$ cat src/rtl/sram_bist_pkg.sv
// Shared types and the March C- element table
// for the SRAM BIST controller.
package sram_bist_pkg;

  typedef enum logic [3:0] {
    S_IDLE,
    S_M0,
    S_M1,
    S_M2,
    S_M3,
    S_M4,
    S_M5,
    S_CHK,
    S_DONE
  } state_t;

  localparam logic [31:0] DATA0 = 32'h0000_0000;
  localparam logic [31:0] DATA1 = 32'hFFFF_FFFF;

  typedef struct packed {
    logic       dn;
    logic       rd;
    logic       rval;
    logic       wr;
    logic       wval;
    logic [1:0] ops;
  } elem_t;

  // dn, rd, rval, wr, wval, ops
  localparam elem_t ELEM [8] = '{
    '{1'b0, 1'b0, 1'b0, 1'b1, 1'b0, 2'd1},
    '{1'b0, 1'b1, 1'b0, 1'b1, 1'b1, 2'd2},
    '{1'b0, 1'b1, 1'b1, 1'b1, 1'b0, 2'd2},
    '{1'b1, 1'b1, 1'b0, 1'b1, 1'b1, 2'd2},
    '{1'b1, 1'b1, 1'b1, 1'b1, 1'b0, 2'd2},
    '{1'b0, 1'b1, 1'b0, 1'b0, 1'b0, 2'd1},
    '{1'b0, 1'b0, 1'b0, 1'b0, 1'b0, 2'd0},
    '{1'b0, 1'b0, 1'b0, 1'b0, 1'b0, 2'd0}
  };

  function automatic logic [2:0] elem_idx(
    input state_t s
  );
    case (s)
      S_M1:    return 3'd1;
      S_M2:    return 3'd2;
      S_M3:    return 3'd3;
      S_M4:    return 3'd4;
      S_M5:    return 3'd5;
      default: return 3'd0;
    endcase
  endfunction

  function automatic state_t next_elem(
    input state_t s
  );
    case (s)
      S_M0:    return S_M1;
      S_M1:    return S_M2;
      S_M2:    return S_M3;
      S_M3:    return S_M4;
      S_M4:    return S_M5;
      default: return S_CHK;
    endcase
  endfunction

  function automatic logic is_march(
    input state_t s
  );
    return s inside {S_M0, S_M1, S_M2,
                     S_M3, S_M4, S_M5};
  endfunction

endpackage

$ cat src/rtl/sram_march_bist_addr_gen.sv
// Loadable up/down address counter with
// terminal-count flag for the BIST sequencer.
module bist_addr_gen
  import sram_bist_pkg::*;
#(
  parameter int ADDR_W    = 14,
  parameter int LAST_ADDR = 2**ADDR_W-1
) (
  input  logic              clk,
  input  logic              rst_n,
  input  logic              i_ld,
  input  logic              i_ld_dn,
  input  logic              i_step,
  input  logic              i_dn,
  output logic [ADDR_W-1:0] o_nxt,
  output logic              o_tc
);

  localparam logic [ADDR_W-1:0] LAST =
    ADDR_W'(LAST_ADDR);

  logic [ADDR_W-1:0] r_addr;

  assign o_tc = i_dn ? (r_addr == '0)
                     : (r_addr == LAST);

  always_comb begin
    o_nxt = r_addr;
    if (i_ld)
      o_nxt = i_ld_dn ? LAST : '0;
    else if (i_step)
      o_nxt = i_dn ? r_addr - 1'b1
                   : r_addr + 1'b1;
  end

  always_ff @(posedge clk or negedge rst_n) begin
    if (!rst_n)
      r_addr <= '0;
    else
      r_addr <= o_nxt;
  end

endmodule

$ cat src/rtl/sram_march_bist.sv
// March C- BIST controller driving a 1-cycle
// latency synchronous SRAM port.
module sram_march_bist
  import sram_bist_pkg::*;
#(
  parameter int ADDR_W    = 14,
  parameter int LAST_ADDR = 2**ADDR_W-1
) (
  input  logic              clk,
  input  logic              rst,
  input  logic              start,
  output logic              CS,
  output logic              OE,
  output logic [3:0]        WEB,
  output logic [ADDR_W-1:0] A,
  output logic [31:0]       DI,
  input  logic [31:0]       DO,
  output logic              busy,
  output logic              done,
  output logic              fail,
  output logic [ADDR_W-1:0] fail_addr,
  output logic [31:0]       fail_exp,
  output logic [31:0]       fail_obs
);

  state_t            r_state;
  state_t            w_nxt;
  logic              r_ph;
  logic              w_nxt_ph;
  logic [2:0]        w_ci;
  logic [2:0]        w_ni;
  logic              w_ld;
  logic              w_ld_dn;
  logic              w_step;
  logic              w_dn;
  logic              w_tc;
  logic [ADDR_W-1:0] w_nxt_addr;
  logic              w_mis;
  logic              w_go;
  logic              w_nacc;
  logic              w_nrd;
  logic              w_nwr;

  logic              r_cs;
  logic              r_oe;
  logic [3:0]        r_web;
  logic [ADDR_W-1:0] r_a;
  logic [31:0]       r_di;
  logic              r_cmp_vld;
  logic [31:0]       r_cmp_exp;
  logic [ADDR_W-1:0] r_cmp_addr;
  logic              r_fail;
  logic [ADDR_W-1:0] r_fail_addr;
  logic [31:0]       r_fail_exp;
  logic [31:0]       r_fail_obs;

  assign CS        = r_cs;
  assign OE        = r_oe;
  assign WEB       = r_web;
  assign A         = r_a;
  assign DI        = r_di;
  assign fail      = r_fail;
  assign fail_addr = r_fail_addr;
  assign fail_exp  = r_fail_exp;
  assign fail_obs  = r_fail_obs;

  assign busy = is_march(r_state) ||
                (r_state == S_CHK);
  assign done = (r_state == S_DONE);
  assign w_ci = elem_idx(r_state);
  assign w_dn = ELEM[w_ci].dn;

  bist_addr_gen #(
    .ADDR_W   (ADDR_W),
    .LAST_ADDR(LAST_ADDR)
  ) u_addr (
    .clk    (clk),
    .rst_n  (rst),
    .i_ld   (w_ld),
    .i_ld_dn(w_ld_dn),
    .i_step (w_step),
    .i_dn   (w_dn),
    .o_nxt  (w_nxt_addr),
    .o_tc   (w_tc)
  );

  always_comb begin
    w_nxt    = r_state;
    w_nxt_ph = r_ph;
    w_ld     = 1'b0;
    w_step   = 1'b0;
    w_mis    = busy && r_cmp_vld &&
               (DO != r_cmp_exp);
    w_go     = start &&
               (r_state == S_IDLE ||
                r_state == S_DONE);
    unique case (r_state)
      S_IDLE, S_DONE: begin
        if (start) begin
          w_nxt    = S_M0;
          w_nxt_ph = 1'b0;
          w_ld     = 1'b1;
        end
      end
      S_CHK: w_nxt = S_DONE;
      S_M0, S_M1, S_M2,
      S_M3, S_M4, S_M5: begin
        if (w_mis) begin
          w_nxt    = S_DONE;
          w_nxt_ph = 1'b0;
        end else if (ELEM[w_ci].ops == 2'd2
                     && !r_ph) begin
          w_nxt_ph = 1'b1;
        end else begin
          w_nxt_ph = 1'b0;
          if (w_tc) begin
            w_nxt = next_elem(r_state);
            w_ld  = 1'b1;
          end else begin
            w_step = 1'b1;
          end
        end
      end
      default: w_nxt = S_IDLE;
    endcase
    w_ni    = elem_idx(w_nxt);
    w_ld_dn = ELEM[w_ni].dn;
    w_nacc  = is_march(w_nxt);
    // single-op elements ignore the phase bit
    w_nrd   = w_nacc && ELEM[w_ni].rd &&
              (ELEM[w_ni].ops == 2'd1 ||
               !w_nxt_ph);
    w_nwr   = w_nacc && ELEM[w_ni].wr &&
              (ELEM[w_ni].ops == 2'd1 ||
               w_nxt_ph);
  end

  always_ff @(posedge clk or negedge rst) begin
    if (!rst) begin
      r_state     <= S_IDLE;
      r_ph        <= 1'b0;
      r_cs        <= 1'b0;
      r_oe        <= 1'b0;
      r_web       <= 4'hF;
      r_a         <= '0;
      r_di        <= '0;
      r_cmp_vld   <= 1'b0;
      r_cmp_exp   <= '0;
      r_cmp_addr  <= '0;
      r_fail      <= 1'b0;
      r_fail_addr <= '0;
      r_fail_exp  <= '0;
      r_fail_obs  <= '0;
    end else begin
      r_state    <= w_nxt;
      r_ph       <= w_nxt_ph;
      r_cs       <= is_march(w_nxt) ||
                    (w_nxt == S_CHK);
      r_oe       <= w_nrd;
      r_web      <= w_nwr ? 4'h0 : 4'hF;
      r_a        <= (w_nrd || w_nwr) ?
                    w_nxt_addr : '0;
      r_di       <= (w_nwr && ELEM[w_ni].wval)
                    ? DATA1 : DATA0;
      r_cmp_vld  <= r_oe;
      r_cmp_exp  <= ELEM[w_ci].rval ?
                    DATA1 : DATA0;
      r_cmp_addr <= r_a;
      if (w_go) begin
        r_fail      <= 1'b0;
        r_fail_addr <= '0;
        r_fail_exp  <= '0;
        r_fail_obs  <= '0;
      end else if (w_mis) begin
        r_fail      <= 1'b1;
        r_fail_addr <= r_cmp_addr;
        r_fail_exp  <= r_cmp_exp;
        r_fail_obs  <= DO;
      end
    end
  end

endmodule
$ cat config.mk
export PLATFORM = sky130hd
export DESIGN_NAME = sram_march_bist
export DESIGN_NICKNAME = d
export VERILOG_FILES = /design/src/rtl/sram_bist_pkg.sv /design/src/rtl/sram_march_bist_addr_gen.sv /design/src/rtl/sram_march_bist.sv
export SDC_FILE = /design/constraint.sdc
export NUM_CORES = 1
export LEC_CHECK = 0
export BUFFER_PORTS_ARGS = -buffer_cell sky130_fd_sc_hd__buf_2
export CAP_MARGIN = 5
export CORE_MARGIN = 3
export CORE_UTILIZATION = 44
export DETAILED_ROUTE_END_ITERATION = 8
export PLACE_DENSITY = 0.7
export RECOVER_POWER = 100
export SLEW_MARGIN = 10
export SYNTH_ARGS = -nofsm -noshare
export SYNTH_HDL_FRONTEND = slang
export SYNTH_SLANG_ARGS = --single-unit
$ cat constraint.sdc
create_clock -name clk -period 3.11 [get_ports clk]
set_input_delay 0.311 -clock clk [delete_from_list [all_inputs] [get_ports clk]]
set_output_delay 0.311 -clock clk [all_outputs]
set_load 0.01 [all_outputs]
# After elaboration in Yosys (flattened, before gate mapping)
# Memory sizes are Yosys's and may differ from the RTL's.
# Cells that the tools add are included.
[word_totals]
memories = 2
input_bits = 35
output_inout_bits = 133
mem_bits_ro = 112
regBits = 197
elab_cells = 108
[op_classes]
muxes = 42
n_bitwise = 2
reduce_logical = 24
n_addsub = 2
eq_ne = 19
magnitude_cmp = 2
[mem_list]
columns = ["memory", "words", "word_bits", "rd", "rd_clocked_by_memory_dff", "wr", "line", "rtl"]
rows = [
  ["(name not given)", 8, 7, 1, 0, 0, "sram_march_bist.sv:166", "r_cmp_exp <= ELEM[w_ci].rval ?"],
  ["(name not given)", 8, 7, 1, 0, 0, "sram_march_bist.sv:163", "r_di <= (w_nwr && ELEM[w_ni].wval)"],
]
[op_table]
columns = ["op", "count"]
rows = [
  ["32-bit 2-to-1 mux", 6],
  ["14-bit 2-to-1 mux", 7],
  ["3-bit one-hot mux with 5 select lines", 3],
  ["4-bit by 3-bit equality test with 1-bit output, second input constant", 8],
  ["32-bit != test", 1],
  ["7-bit 2-to-1 mux", 4],
  ["4-bit 2-to-1 mux", 5],
  ["4-bit by 2-bit equality test with 1-bit output, second input constant", 4],
  ["14-bit by 1-bit adder with 14-bit output, second input constant", 1],
  ["14-bit equality test, second input constant", 1],
  ["14-bit logical NOT", 1],
  ["1-bit 2-to-1 mux", 14],
  ["14-bit by 1-bit subtractor with 14-bit output, second input constant", 1],
  ["4-bit one-hot mux with 3 select lines", 1],
  ["6-bit nonzero test", 2],
  ["1-bit logical AND", 9],
  ["4-bit by 1-bit equality test with 1-bit output, second input constant", 2],
  ["4-bit >= comparator, second input constant", 2],
  ["3-bit NOT with 4-bit output", 2],
  ["1-bit logical OR", 6],
  ["6-bit OR reduction", 1],
  ["4-bit equality test, second input constant", 1],
  ["4-bit logical NOT", 1],
  ["1-bit one-hot mux with 2 select lines", 2],
  ["other kinds (5)", 6],
]

# Depth between registers and ports, before layout
[logic_depth]
depth_word = 22
mapped_depth = 11
mapped_depth_nobuf = 10

# Modules after synthesis
# Synthesis repeated with hierarchy kept, for this count alone.
[hier_totals]
hier_cells = 566
hier_area_um2 = 5248.8
[modules_own_cells]
columns = ["module", "cells_each", "n_inst", "seq_area_each_um2", "area_per_inst_um2"]
rows = [
  ["sram_march_bist", 419, 1, 2178.3, 3967.6],
  ["bist_addr_gen", 147, 1, 350.3, 1281.2],
]

# Worst setup path after synthesis
# OpenSTA, ideal clock, no wires.
[synth_timing]
path_kind = "register to register"
start = "register r_state[1]"
end = "register r_a[13], in the netlist A[13]"
setup_slack_ns = 0.272
arrival_ns = 2.734
path_buffers = 1
synth_period_minus_slack_ns = 2.838
required_ns = 3.006
path_stages_with_launch = 12
setup_time_ns = 0.104
cell_sequence = "dfrtp_1 > buf_2 > nor2_1 > and2_1 > ha_1 > a211oi_1 > o21ai_1 > nand4_1 > a311oi_1 > nor3_1 > or4_1 > o311ai_1"
[synth_via]
elab_chain_cells = 22
word_cells_on_any_way = 66
cone_classes = "16 x eq/ne; 29 x mux; 2 x bitwise; 17 x reduce/logical; 2 x memory"
[synth_rtl]
columns = ["element", "line", "rtl"]
rows = [
  ["start: declaration", "sram_march_bist.sv:26", "state_t r_state;"],
  ["start signal: assignment", "sram_march_bist.sv:155", "r_state <= w_nxt;"],
  ["4-bit by 3-bit equality test with 1-bit output (tied with other cells)", "sram_bist_pkg.sv:44, sram_bist_pkg.sv:70, sram_march_bist.sv:97", ""],
  ["3-bit one-hot mux with 5 select lines", "sram_bist_pkg.sv:44", "case (s)"],
  ["3-bit NOT with 4-bit output (not written as such)", "sram_march_bist.sv:71, sram_march_bist.sv:111", ""],
  ["memory read 8 x 7 bit", "-", ""],
  ["7-bit 2-to-1 mux (2 in a row)", "-", ""],
  ["1-bit 2-to-1 mux / 2-bit equality test (equally long branches)", "sram_march_bist_addr_gen.sv:24, sram_march_bist.sv:111", ""],
  ["4-bit 2-to-1 mux / 1-bit logical AND (equally long branches)", "sram_march_bist.sv:116, sram_march_bist.sv:112", ""],
  ["4-bit 2-to-1 mux", "sram_march_bist.sv:111", "end else if (ELEM[w_ci].ops == 2'd2"],
  ["[4 not listed]", "-", ""],
  ["3-bit NOT with 4-bit output (not written as such)", "-", ""],
  ["memory read 8 x 7 bit", "-", ""],
  ["7-bit 2-to-1 mux (2 in a row)", "-", ""],
  ["2-bit by 1-bit equality test with 1-bit output", "sram_march_bist.sv:134", "(ELEM[w_ni].ops == 2'd1 ||"],
  ["1-bit logical OR, on equally long branches", "sram_march_bist.sv:131, sram_march_bist.sv:134", ""],
  ["1-bit logical AND, on equally long branches", "sram_march_bist.sv:130, sram_march_bist.sv:133", ""],
  ["1-bit logical OR", "sram_march_bist.sv:161", "r_a <= (w_nrd || w_nwr) ?"],
  ["14-bit 2-to-1 mux (*)", "sram_march_bist.sv:161", ""],
  ["end signal: assignment", "sram_march_bist.sv:161", ""],
  ["end: declaration", "sram_march_bist.sv:47", "logic [ADDR_W-1:0] r_a;"],
]
# Mark *: on every way between the ends. The rest lies on a longest branch, timed or not. The select of a mux whose other input is x is not followed.
# A chain may end at the register's enable or synchronous reset.

# Worst setup path after layout
# Same ends and word-level chain as after synthesis.

==> results.py <==
metrics = {
    "die": {
        "fp.dieW_um": 116,
        "io_pins": 168,
        "initial_core_util_pct": 45.9,
        "fp.dieArea_mm2": 0.0135,
        "num_rows": 39,
        "coreArea_mm2": 0.0117,
        "die-height_um": 116,
    },
    "cells_and_area": {
        "antennaDiodeCount": 0,
        "layout_commonest_cell": "clkbuf_1",
        "final_cell_mix": "clkbuf_1, dfrtp_1, nand2_1, nand3_1, buf_2",
        "fillers": 1158,
        "layout-drive-gt1-share_pct": 10.7,
        "multi_input_area_mm2": 0.00213,
        "area_growth_syn_to_layout_pct": 10.9,
        "design_area_mm2": 0.00594,
        "final_nets": 728,
        "final_util_pct": 50.9,
        "seqCellArea_mm2": 0.00253,
    },
    "sta": {
        "layout_min_cycle_time_ns": 2.75,
        "tightest_slew_ns": 1.38,
        "final-setup-viol-count": 0,
        "slew_viol_final": 0,
        "finalHoldViolCount": 0,
        "rsz0062_at_grt": "no",
        "hold_ws_ns": 0.191,
        "fin_tns_setup_ns": 0,
        "finalClockSkew_ns": 0.00571,
        "max_freq_mhz": 363,
        "fin_crit_sh_pct": 88.5,
        "relSlewSlack_pct": 7.71,
    },
    "grt": {
        "grt_pass1_vias": 4114,
        "grt_pass1_wl_mm": 20.2,
        "grtUsageTotal_pct": 18.6,
        "antenna_found_initial": 0,
        "overflow": 0,
        "grt_max_degree": 58,
    },
    "yosys": {
        "synth_cell_type_count": 55,
        "syn_area_mm2": 0.00535,
        "synth-edff-count": 0,
        "yosysTopAreaCell": "dfrtp_1",
        "yosysSeqAreaShare_pct": 47.2,
        "synth_top_flop_cell": "dfrtp_1",
        "synth_cells": 586,
        "synthTopCellsByArea": "dfrtp_1, buf_4, nand2_1",
        "synth_top_area_share_pct": 46.8,
        "async_reset_ff_share_pct": 100,
        "syn_nets": 634,
        "synth-seq-cells": 101,
        "syn_avg_cell_area_um2": 9.13,
        "ys_warn_count": 0,
    },
    "route": {
        "drt_wl_total_mm": 13.0,
        "drc_errors": 0,
        "wl_per_cell_um": 15.7,
        "drt_iter0_markers": 485,
        "viasPerCell": 5.47,
        "vias": 4527,
        "detail-route-antenna-nets": 0,
        "dr.pass1.iters": 6,
    },
    "flow_run": {
        "max-cap-violations": 0,
    },
    "power_and_ir_drop": {
        "power_w": 0.00321,
        "leakagePower_nw": 2.92,
        "power_density_mw_per_mm2": 541,
        "ir_drop_mv": 0.316,
    },
    "placement": {
        "dp_hpwl_mm": 9.46,
        "portBuffers": 167,
        "dpl_cell_area_mm2": 0.00584,
        "place.gp.congestion": 0.883,
    },
    "critical_path": {
        "start_kind": "register",
        "path_class": "register to register",
        "critPathMaxFanout": 7,
        "arrival_ns": 2.98,
        "cp.required_ns": 3.34,
        "critPathCaptureType": "register",
    },
    "clock_tree": {
        "cts_root_buf": "clkbuf_16",
        "cts.sinks": 101,
        "cts-hold-fix-buffers": 0,
        "clock_latency_ns": 0.34,
        "path_clk_slew_ns": 0.07,
        "htree_levels": 3,
        "cts.path.max_buffers": 2,
        "cts_buffers": 9,
        "cts_tree": "built",
    },
    "worst_hold_path": {
        "min_path_type": "input port to register",
    },
    "run_status": {
        "outcome": "completed",
    },
}
-- critical path, cell delays in order, from the launching register on --
cell and delay (ns):
dfrtp_1 0.37, nor2_1 0.13, and2_2 0.27, ha_1 0.27, a211oi_1 0.09, o21ai_1 0.23
nand4_1 0.18, a311oi_1 0.37, nor3_1 0.10, or4_1 0.50, o311ai_1 0.12
-- what timing repair did --
item,4_1_cts,5_1_grt
endpoints found under the hold margin,0,0
resized for setup,0,1
buffers inserted,0,0
setup endpoints to repair,0,2
-- path summary, 6_finish.rpt --
| check | start | end | slack, ns | depth (start not counted) |
|---|---|---|---|---|
| max reg2reg | r_state[1]$_DFF_PN0_ | A[13]$_DFF_PN0_ | 0.36 | 10 |
| min reg2reg | A[0]$_DFF_PN0_ | r_cmp_addr[0]$_DFF_PN0_ | 0.38 | 0 |
| min in group asynchronous | rst | fail_obs[2]$_DFFE_PN0P_ | 0.29 | 1 |
| max in group asynchronous | rst | fail_addr[12]$_DFFE_PN0P_ | 1.10 | 2 |
| min | DO[9] | fail_obs[9]$_DFFE_PN0P_ | 0.19 | 3 |
| max | r_state[1]$_DFF_PN0_ | A[13]$_DFF_PN0_ | 0.36 | 10 |
-- per-stage QoR --
| step | setup WS [ns] | instances |
|---|---|---|
| final | 0.358 | 828 |
| after CTS | 0.241 | 828 |
| after global routing | 0.0940 | 828 |
| after floorplan | 0.272 | 586 |
| after global placement | 0.415 | 812 |
| after detailed placement | 0.247 | 812 |
-- area by class of cell --
cell class              count  area share [%]
flip-flops and latches    101            42.6
multi-input cells         377            35.9
repair buffers            177            12.5
clock buffers               9            3.79
well taps                 143            3.01
clock inverters             7            1.26
inverters                  14           0.885
-- layer usage --
layer | part of all wire, % | vias to the layer above | GRT usage [%] | wire (µm)
met3 | 6.6 | 23 | 2.64 | 860
li1 | - | 2166 | - | -
met2 | 48 | 167 | 31.1 | 6250
met1 | 43 | 2171 | 24.1 | 5610
met5 | 0 | - | 0 | 0
met4 | 2.4 | 0 | 7.97 | 316
-- power by group --
part | internal (W) | switching (W) | total, W
Clock | 0.000626 | 0.000496 | 0.00112
Sequential | 0.00145 | 0.000104 | 0.00155
Combinational | 0.000226 | 0.000313 | 0.000539
-- cells in the mapped netlist, drive strengths merged (2+ instances only) --
cell	count
mux2i	2
a22oi	2
ha	12
o22ai	5
a211oi	4
nand2	100
a31oi	5
or2	2
nand3b	2
clkbuf	10
and2	6
and4	4
a21o	14
xnor2	9
inv	14
nand4	11
a21oi	20
a311oi	2
nand3	74
o211ai	4
a22o	2
buf	84
o21a	3
nor2b	2
nor3	18
nor2	19
nor4	13
dfrtp	100
o21bai	2
o31ai	3
o21ai	27
-- state kept, by name, summed over array words and instances (netlist names) --
signal         count
A                 14
CS                 1
DI                 1
OE                 1
WEB                1
fail               1
fail_addr         14
fail_exp           1
fail_obs          32
r_cmp_addr        14
r_cmp_exp          1
r_cmp_vld          1
r_ph               1
r_state            4
u_addr.r_addr     14
-- logic make-up after synthesis --
family	count (synthesis)	synth area share (%)
adders and majority gates	13	3.18
muxes	2	0.374
and+or+nand+nor	253	22.7
xor gates and xnor gates	10	1.64
buffers and inverters	108	12.7
DFF	101	47.2
AOI/OAI and AO/OA	99	12.1
(Power assumes the default switching activity.)
